File: config.mk
export PLATFORM = sky130hd
export DESIGN_NAME = multicycle_ctrl
export DESIGN_NICKNAME = d
export VERILOG_FILES = /design/src/rtl/multicycle_ctrl.sv
export SDC_FILE = /design/constraint.sdc
export NUM_CORES = 1
export LEC_CHECK = 0
export CELL_PAD_IN_SITES_DETAIL_PLACEMENT = 0
export CELL_PAD_IN_SITES_GLOBAL_PLACEMENT = 1
export CORE_ASPECT_RATIO = 0.6
export CORE_MARGIN = 4
export CORE_UTILIZATION = 25
export CTS_BUF_LIST = sky130_fd_sc_hd__clkbuf_4 sky130_fd_sc_hd__clkbuf_8 sky130_fd_sc_hd__clkbuf_16
export DETAILED_ROUTE_END_ITERATION = 8
export GPL_TIMING_DRIVEN = 0
export PLACE_DENSITY_LB_ADDON = 0.3
export SYNTH_ARGS = -nofsm -noshare
export SYNTH_HDL_FRONTEND = slang
export SYNTH_SLANG_ARGS = --single-unit
File: constraint.sdc
create_clock -name clk -period 1.4 [get_ports clk]
set_input_delay 0.14 -clock clk [delete_from_list [all_inputs] [get_ports clk]]
set_output_delay 0.14 -clock clk [all_outputs]
set_load 0.02 [all_outputs]
File: src/rtl/multicycle_ctrl.sv
`default_nettype none
// ============================================================================
// Module      : multicycle_ctrl
// Description : Control unit for a small multicycle CPU.
//               - Single-cycle instructions are decoded combinationally in
//                 FETCH and the FSM stays in FETCH.
//               - ld/st move to MEM and wait for mem_ack. ld then takes one
//                 WB cycle that writes memory data to the register file.
//               - An undefined opcode pulses illegal for one cycle and is
//                 executed as a NOP.
// Ports       : clk          rising-edge clock
//               reset        asynchronous, active-low reset
//               opcode       instruction opcode (OPCODE_W bits)
//               instr_valid  an instruction is present this cycle
//               mem_ack      data-memory acknowledge
//               alu_op, alu_src, b_src, ext_sel, wb_src[2:0], reg_write,
//               nz_update, pc_src, br_src, br_cond[1:0], pc_enable        -
//                            datapath controls
//               mem_req, mem_we, mem_sel  data-memory controls
//               busy         multicycle operation in progress
//               illegal      one-cycle pulse on an undefined opcode
//               mem_err      sticky memory-timeout flag
// Config      : `define MULTICYCLE_CTRL_TIMEOUT_EN adds a wait counter and an
//               ERR state. A MEM access that waits TIMEOUT_CYCLES cycles
//               without mem_ack then stops in ERR until reset. When the macro
//               is not defined, MEM waits without limit and mem_err is
//               tied to 0.
// Revision    : 1.0 - initial release
// ============================================================================
module multicycle_ctrl #(
  parameter int OPCODE_W       = 5,
  parameter int TIMEOUT_CYCLES = 16
) (
  input  logic                clk,
  input  logic                reset,
  input  logic [OPCODE_W-1:0] opcode,
  input  logic                instr_valid,
  input  logic                mem_ack,
  output logic                alu_op,
  output logic                alu_src,
  output logic                b_src,
  output logic                ext_sel,
  output logic [2:0]          wb_src,
  output logic                reg_write,
  output logic                nz_update,
  output logic                pc_src,
  output logic                br_src,
  output logic [1:0]          br_cond,
  output logic                pc_enable,
  output logic                mem_req,
  output logic                mem_we,
  output logic                mem_sel,
  output logic                busy,
  output logic                illegal,
  output logic                mem_err
);

  // --------------------------------------------------------------------------
  // State encoding
  // --------------------------------------------------------------------------
  localparam logic [2:0] C_ST_IDLE  = 3'd0;
  localparam logic [2:0] C_ST_FETCH = 3'd1;
  localparam logic [2:0] C_ST_MEM   = 3'd2;
  localparam logic [2:0] C_ST_WB    = 3'd3;
  localparam logic [2:0] C_ST_ERR   = 3'd4;

  // --------------------------------------------------------------------------
  // Opcodes (low five bits; any higher opcode bit set makes it illegal)
  // --------------------------------------------------------------------------
  localparam logic [4:0] C_OP_MV   = 5'b00000;
  localparam logic [4:0] C_OP_ADD  = 5'b00001;
  localparam logic [4:0] C_OP_SUB  = 5'b00010;
  localparam logic [4:0] C_OP_CMP  = 5'b00011;
  localparam logic [4:0] C_OP_LD   = 5'b00100;
  localparam logic [4:0] C_OP_ST   = 5'b00101;
  localparam logic [4:0] C_OP_JR   = 5'b01000;
  localparam logic [4:0] C_OP_JZR  = 5'b01001;
  localparam logic [4:0] C_OP_JNR  = 5'b01010;
  localparam logic [4:0] C_OP_MVI  = 5'b10000;
  localparam logic [4:0] C_OP_ADDI = 5'b10001;
  localparam logic [4:0] C_OP_SUBI = 5'b10010;
  localparam logic [4:0] C_OP_CMPI = 5'b10011;
  localparam logic [4:0] C_OP_MVHI = 5'b10110;
  localparam logic [4:0] C_OP_J    = 5'b11000;
  localparam logic [4:0] C_OP_JZ   = 5'b11001;
  localparam logic [4:0] C_OP_JN   = 5'b11010;

  // Write-back source selects
  localparam logic [2:0] C_WB_MEM  = 3'b000;
  localparam logic [2:0] C_WB_ALU  = 3'b001;
  localparam logic [2:0] C_WB_RY   = 3'b011;
  localparam logic [2:0] C_WB_IMM8 = 3'b100;
  localparam logic [2:0] C_WB_HI   = 3'b101;

  // Branch conditions
  localparam logic [1:0] C_BR_ALWAYS = 2'b00;
  localparam logic [1:0] C_BR_Z      = 2'b01;
  localparam logic [1:0] C_BR_N      = 2'b10;

  // --------------------------------------------------------------------------
  // Registers and wires
  // --------------------------------------------------------------------------
  logic [2:0] r_state;
  logic [2:0] w_state_nxt;
  logic [4:0] r_op;          // ld/st opcode held for the whole access
  logic [4:0] w_op_lo;
  logic       w_hi_nz;       // any opcode bit above bit 4 is set
  logic       w_mem_start;   // FETCH -> MEM transition this cycle
  logic       w_timeout;

  // Decoder outputs, used only in FETCH
  logic       w_d_legal;
  logic       w_d_is_mem;
  logic       w_d_alu_op;
  logic       w_d_alu_src;
  logic       w_d_b_src;
  logic       w_d_ext_sel;
  logic [2:0] w_d_wb_src;
  logic       w_d_reg_write;
  logic       w_d_nz_update;
  logic       w_d_pc_src;
  logic       w_d_br_src;
  logic [1:0] w_d_br_cond;
  logic       w_d_pc_enable;

  assign w_op_lo     = opcode[4:0];
  assign w_mem_start = (r_state == C_ST_FETCH) && (w_state_nxt == C_ST_MEM);

  generate
    if (OPCODE_W > 5) begin : g_hi_bits
      assign w_hi_nz = |opcode[OPCODE_W-1:5];
    end else begin : g_no_hi_bits
      assign w_hi_nz = 1'b0;
    end
  endgenerate

  // --------------------------------------------------------------------------
  // Memory wait counter and sticky error flag
  // --------------------------------------------------------------------------
`ifdef MULTICYCLE_CTRL_TIMEOUT_EN
  localparam int               CNT_W          = $clog2(TIMEOUT_CYCLES + 1);
  localparam logic [CNT_W-1:0] C_TIMEOUT      = CNT_W'(TIMEOUT_CYCLES);
  localparam logic [CNT_W-1:0] C_TIMEOUT_LAST = CNT_W'(TIMEOUT_CYCLES - 1);

  logic [CNT_W-1:0] r_wait_cnt;
  logic             r_mem_err;

  // The cycle that brings the counter to TIMEOUT_CYCLES is the last MEM
  // cycle. An access without ack therefore spends exactly TIMEOUT_CYCLES
  // cycles in MEM.
  assign w_timeout = (r_state == C_ST_MEM) && !mem_ack &&
                     (r_wait_cnt == C_TIMEOUT_LAST);

  always_ff @(posedge clk or negedge reset) begin
    if (!reset) begin
      r_wait_cnt <= '0;
      r_mem_err  <= 1'b0;
    end else begin
      if (w_mem_start) begin
        r_wait_cnt <= '0;
      end else if ((r_state == C_ST_MEM) && !mem_ack &&
                   (r_wait_cnt != C_TIMEOUT)) begin
        r_wait_cnt <= r_wait_cnt + 1'b1;
      end
      if (w_timeout) begin
        r_mem_err <= 1'b1;
      end
    end
  end

  assign mem_err = r_mem_err;
`else
  // TIMEOUT_CYCLES has no effect when the timeout feature is left out.
  logic w_unused_cfg;
  assign w_unused_cfg = (TIMEOUT_CYCLES != 0);
  assign w_timeout    = 1'b0;
  assign mem_err      = 1'b0;
`endif

  // --------------------------------------------------------------------------
  // Instruction decoder
  // --------------------------------------------------------------------------
  always_comb begin
    w_d_legal     = 1'b1;
    w_d_is_mem    = 1'b0;
    w_d_alu_op    = 1'b0;
    w_d_alu_src   = 1'b0;
    w_d_b_src     = 1'b0;
    w_d_ext_sel   = 1'b0;
    w_d_wb_src    = C_WB_ALU;
    w_d_reg_write = 1'b0;
    w_d_nz_update = 1'b0;
    w_d_pc_src    = 1'b1;
    w_d_br_src    = 1'b0;
    w_d_br_cond   = C_BR_ALWAYS;
    w_d_pc_enable = 1'b0;
    case (w_op_lo)
      C_OP_MV: begin
        w_d_reg_write = 1'b1;
        w_d_wb_src    = C_WB_RY;
      end
      C_OP_ADD: begin
        w_d_reg_write = 1'b1;
      end
      C_OP_SUB: begin
        w_d_reg_write = 1'b1;
        w_d_alu_op    = 1'b1;
      end
      C_OP_CMP: begin
        w_d_nz_update = 1'b1;
        w_d_alu_op    = 1'b1;
      end
      C_OP_MVI: begin
        w_d_reg_write = 1'b1;
        w_d_wb_src    = C_WB_IMM8;
      end
      C_OP_ADDI: begin
        w_d_reg_write = 1'b1;
        w_d_nz_update = 1'b1;
        w_d_alu_src   = 1'b1;
        w_d_b_src     = 1'b1;
      end
      C_OP_SUBI: begin
        w_d_reg_write = 1'b1;
        w_d_nz_update = 1'b1;
        w_d_alu_op    = 1'b1;
        w_d_alu_src   = 1'b1;
        w_d_b_src     = 1'b1;
      end
      C_OP_CMPI: begin
        w_d_nz_update = 1'b1;
        w_d_alu_op    = 1'b1;
        w_d_alu_src   = 1'b1;
        w_d_b_src     = 1'b1;
      end
      C_OP_MVHI: begin
        w_d_reg_write = 1'b1;
        w_d_wb_src    = C_WB_HI;
      end
      C_OP_JR, C_OP_JZR, C_OP_JNR, C_OP_J, C_OP_JZ, C_OP_JN: begin
        w_d_pc_src    = 1'b0;
        w_d_pc_enable = 1'b1;
        w_d_ext_sel   = 1'b1;
        // Bit 4 separates immediate targets from register targets.
        w_d_br_src    = w_op_lo[4];
        // The low two bits select always / Z / N in both jump groups.
        w_d_br_cond   = w_op_lo[1:0];
      end
      C_OP_LD, C_OP_ST: begin
        w_d_is_mem = 1'b1;
      end
      default: begin
        w_d_legal = 1'b0;
      end
    endcase
    if (w_hi_nz) begin
      w_d_legal = 1'b0;
    end
  end

  // --------------------------------------------------------------------------
  // FSM next state and outputs
  // --------------------------------------------------------------------------
  always_comb begin
    w_state_nxt = r_state;
    alu_op      = 1'b0;
    alu_src     = 1'b0;
    b_src       = 1'b0;
    ext_sel     = 1'b0;
    wb_src      = C_WB_MEM;
    reg_write   = 1'b0;
    nz_update   = 1'b0;
    pc_src      = 1'b1;
    br_src      = 1'b0;
    br_cond     = C_BR_ALWAYS;
    pc_enable   = 1'b0;
    mem_req     = 1'b0;
    mem_we      = 1'b0;
    mem_sel     = 1'b0;
    busy        = 1'b0;
    illegal     = 1'b0;
    case (r_state)
      C_ST_IDLE: begin
        w_state_nxt = C_ST_FETCH;
      end
      C_ST_FETCH: begin
        if (instr_valid) begin
          if (!w_d_legal) begin
            // Executed as a NOP. The defaults already keep every enable low.
            illegal = 1'b1;
          end else if (w_d_is_mem) begin
            w_state_nxt = C_ST_MEM;
          end else begin
            alu_op    = w_d_alu_op;
            alu_src   = w_d_alu_src;
            b_src     = w_d_b_src;
            ext_sel   = w_d_ext_sel;
            wb_src    = w_d_wb_src;
            reg_write = w_d_reg_write;
            nz_update = w_d_nz_update;
            pc_src    = w_d_pc_src;
            br_src    = w_d_br_src;
            br_cond   = w_d_br_cond;
            pc_enable = w_d_pc_enable;
          end
        end
      end
      C_ST_MEM: begin
        mem_req = 1'b1;
        mem_sel = 1'b1;
        busy    = 1'b1;
        mem_we  = (r_op == C_OP_ST);
        if (mem_ack) begin
          w_state_nxt = (r_op == C_OP_LD) ? C_ST_WB : C_ST_FETCH;
        end else if (w_timeout) begin
          w_state_nxt = C_ST_ERR;
        end
      end
      C_ST_WB: begin
        reg_write   = 1'b1;
        wb_src      = C_WB_MEM;
        busy        = 1'b1;
        w_state_nxt = C_ST_FETCH;
      end
`ifdef MULTICYCLE_CTRL_TIMEOUT_EN
      C_ST_ERR: begin
        // Only reset leaves this state.
        busy = 1'b1;
      end
`endif
      default: begin
        w_state_nxt = C_ST_IDLE;
      end
    endcase
  end

  // --------------------------------------------------------------------------
  // State and latched opcode
  // --------------------------------------------------------------------------
  always_ff @(posedge clk or negedge reset) begin
    if (!reset) begin
      r_state <= C_ST_IDLE;
      r_op    <= 5'b00000;
    end else begin
      r_state <= w_state_nxt;
      if (w_mem_start) begin
        r_op <= w_op_lo;
      end
    end
  end

endmodule
`default_nettype wire

==> flow_summary.json <==
{
  "status": "complete, but fails checks",
  "violations": "negative setup slack",
  "reg2reg_slack_ns": -0.08,
  "grt_pass1_vias": 564,
  "place_hpwl_um": 1249,
  "fp.dieW_um": 71.80,
  "die-area_sq_um": 3323,
  "synth-simple-area-share": 0.3832,
  "final_area_sq_um": 1167,
  "gp_congestion": 0.7755,
  "peakVddDrop_uv": 307.8,
  "setup_viol": 20,
  "start_util": 0.2720,
  "cts_tree": "done",
  "fin_crit_sh": 1.275,
  "hold_buffers": 0,
  "cts_max_level": 1,
  "power.leakage_nw": 0.5097,
  "required_ns": 1.26,
  "placed_cell_area_sq_um": 978.4,
  "dr.first_iter.drc_count": 20,
  "synth_area_sq_um": 610.6,
  "final_hold_viol_count": 0,
  "yosysUniqueCellTypes": 34,
  "arrival_ns": 1.64,
  "drv_slew": 0,
  "drive_gt1_frac": 0.6636,
  "route.detailed.drc": 0,
  "root_buffer": "clkbuf_8",
  "layout_common_cells": "buf_4, buf_6, dfrtp_1, nand2_1",
  "finalWirelength_um": 1747,
  "ioPinCount": 29,
  "drt_pass1_iterations": 4,
  "drtAntennaViolNets": 0,
  "io_buffers": 25,
  "grt_usage": 0.1103,
  "synthMuxAreaShare": 0.02459,
  "hp-class": "input pin to asynchronous set/reset pin",
  "fin_cells": 137,
  "async_reset_ff_frac": 1.000,
  "via_per_inst": 4.423,
  "rsz0062_at_grt": "true",
  "clk_latency_ns": 0.23,
  "intPower_mw": 0.5467,
  "synth_edf_count": 0,
  "cts_buffers": 3,
  "drv_cap": 0,
  "synth_compound_gate_area_share": 0.1393,
  "synth_xor_area_frac": 0.01434,
  "synth_top_family_by_area": "simple AND/OR/NAND/NOR gates",
  "vias": 606,
  "setup_ws_ns": -0.3845,
  "netlist_instances": 68,
  "clock_skew_ns": 0.009808,
  "fill_cells": 204,
  "synth_seq_cells": 8,
  "yosysSeqAreaShare": 0.3279,
  "antenna_found_initial": 0,
  "tightest_slew_ns": 0.5773,
  "grt_max_degree": 11,
  "crit_type": "flop to output pin",
  "switching_share": 0.2704,
  "diodes": 0,
  "synthAdderAreaFrac": 0,
  "die_y_um": 46.28,
  "clockPowerShare": 0.417,
  "p_comb_frac": 0.245,
  "clk_pin_slew_ns": 0.05,
  "pwr-share-seq": 0.338,
  "period_needed_ns": 1.784,
  "wl_per_cell_um": 12.75,
  "syn-mean-instance-area_sq_um": 8.979,
  "max-clock-path-buffers": 2,
  "cts.sinks": 8,
  "max_slew_margin": 0.6151,
  "synth_ff_type": "dfrtp_1",
  "rows": 13,
  "coreArea_sq_um": 2245,
  "report.power.total_mw": 0.7493,
  "power_density_nw_per_um2": 641.9,
  "r2r_end": "r_op[0]",
  "grt-ovfl-total": 0,
  "reg2reg_depth": 4,
  "end_kind": "output pin",
  "fmax_mhz": 560.4,
  "dp.cells": 124,
  "grt_pass1_wl_um": 2787,
  "yosys_warnings": 0,
  "syn2layout_area_growth_pct": 91.19,
  "rr_startpoint": "r_state[1]",
  "layout.nets": 117,
  "power_switching_mw": 0.2026,
  "final_common_cell": "buf_4",
  "cp_max_fo": 4,
  "cp-start-kind": "flop"
}
==> flip-flops by register name, indices dropped and copies added (netlist names) <==
register,flops
r_state,3
r_op,5
==> per-layer routing <==
metal / vias up / wire length (um) / share of wire / GRT usage
met3: 0 / 77 / 0.044 / 0.03704
met1: 275 / 930 / 0.53 / 0.1604
li1: 315 / - / - / -
met4: 0 / 0 / 0 / 0.03371
met2: 16 / 739 / 0.42 / 0.1515
met5: - / 0 / 0 / 0
==> power by group through the flow <==
stage / Sequential [mW] / Clock (mW) / Combinational [mW]
2_1_floorplan: 0.256 / 0 / 0.0890
3_3_place_gp: 0.259 / 0 / 0.137
3_5_place_dp: 0.259 / 0 / 0.139
4_1_cts: 0.253 / 0.324 / 0.172
5_1_grt: 0.254 / 0.339 / 0.199
6_report: 0.253 / 0.313 / 0.184
==> Yosys cell counts, types with 2 or more instances <==
cell type  instances  area [sq um]
buf_4              4         30.03
nor4_1             3         18.77
inv_1              3         11.26
nor2_1             4         15.01
nor2b_1            5         31.28
nand2_1            5         18.77
a21oi_1            4         20.02
or3_1              2         12.51
nor3_1             2         10.01
clkbuf_1           3         11.26
o21ai_0            3         15.01
dfrtp_1            8         200.2
==> cell families after synthesis <==
kind of cell | Yosys count
AND/OR/NAND/NOR | 33
AO/OA/AOI/OAI | 13
buffers and inverters | 11
flip-flops | 8
XOR/XNOR | 1
multiplexers | 1
other | 1
==> area by class of cell <==
cell class,count,area (sq um),share of cell area
inverters,3,11.26,0.009646
repair buffers,34,289.0,0.2476
well taps,30,37.54,0.03215
plain buffers,8,71.32,0.06109
clock buffers,4,48.80,0.04180
multi-input cells,50,508.0,0.4352
flip-flops and latches,8,201.4,0.1726
==> how the worst max path moves through the flow <==
stage / startpoint / end / slack [ns] / cells after the start
2_1_floorplan: r_op[1] / mem_we / -0.24 / 2
3_3_place_gp: opcode[1] / reg_write / -1.06 / 6
3_5_place_dp: opcode[1] / reg_write / -1.12 / 6
4_1_cts: r_state[1] / pc_enable / -0.44 / 5
5_1_grt: r_state[1] / pc_enable / -0.42 / 5
6_report: r_state[2] / pc_enable / -0.38 / 5
==> per-stage QoR <==
step | hold WS (ns) | setup slack, ns | TNS (ns) | utilization
2_1_floorplan | -0.1556 | -0.2447 | -1.759 | -
3_3_place_gp | 0.4345 | -1.064 | -17.16 | 0.4359
3_5_place_dp | 0.4390 | -1.117 | -17.67 | 0.4359
4_1_cts | 0.1879 | -0.4412 | -5.456 | 0.5006
5_1_grt | 0.2127 | -0.4213 | -5.863 | 0.5201
6_report | 0.1803 | -0.3845 | -4.783 | 0.5201
==> repair_timing <==
action	in CTS	in global routing
hold endpoints to repair	0	0
gates cloned	0	0
setup buffers	7	3
pin swaps	7	7
resized for setup	111	19
endpoints found under the setup margin	26	23
==> worst max-delay path: stages (launching register included) <==
cell and delay [ns]:
dfrtp_2 0.40, nand4bb_4 0.23, or3b_4 0.43, a21oi_4 0.13, buf_6 0.10, buf_6 0.10
Power figures use the tool's default switching activity.
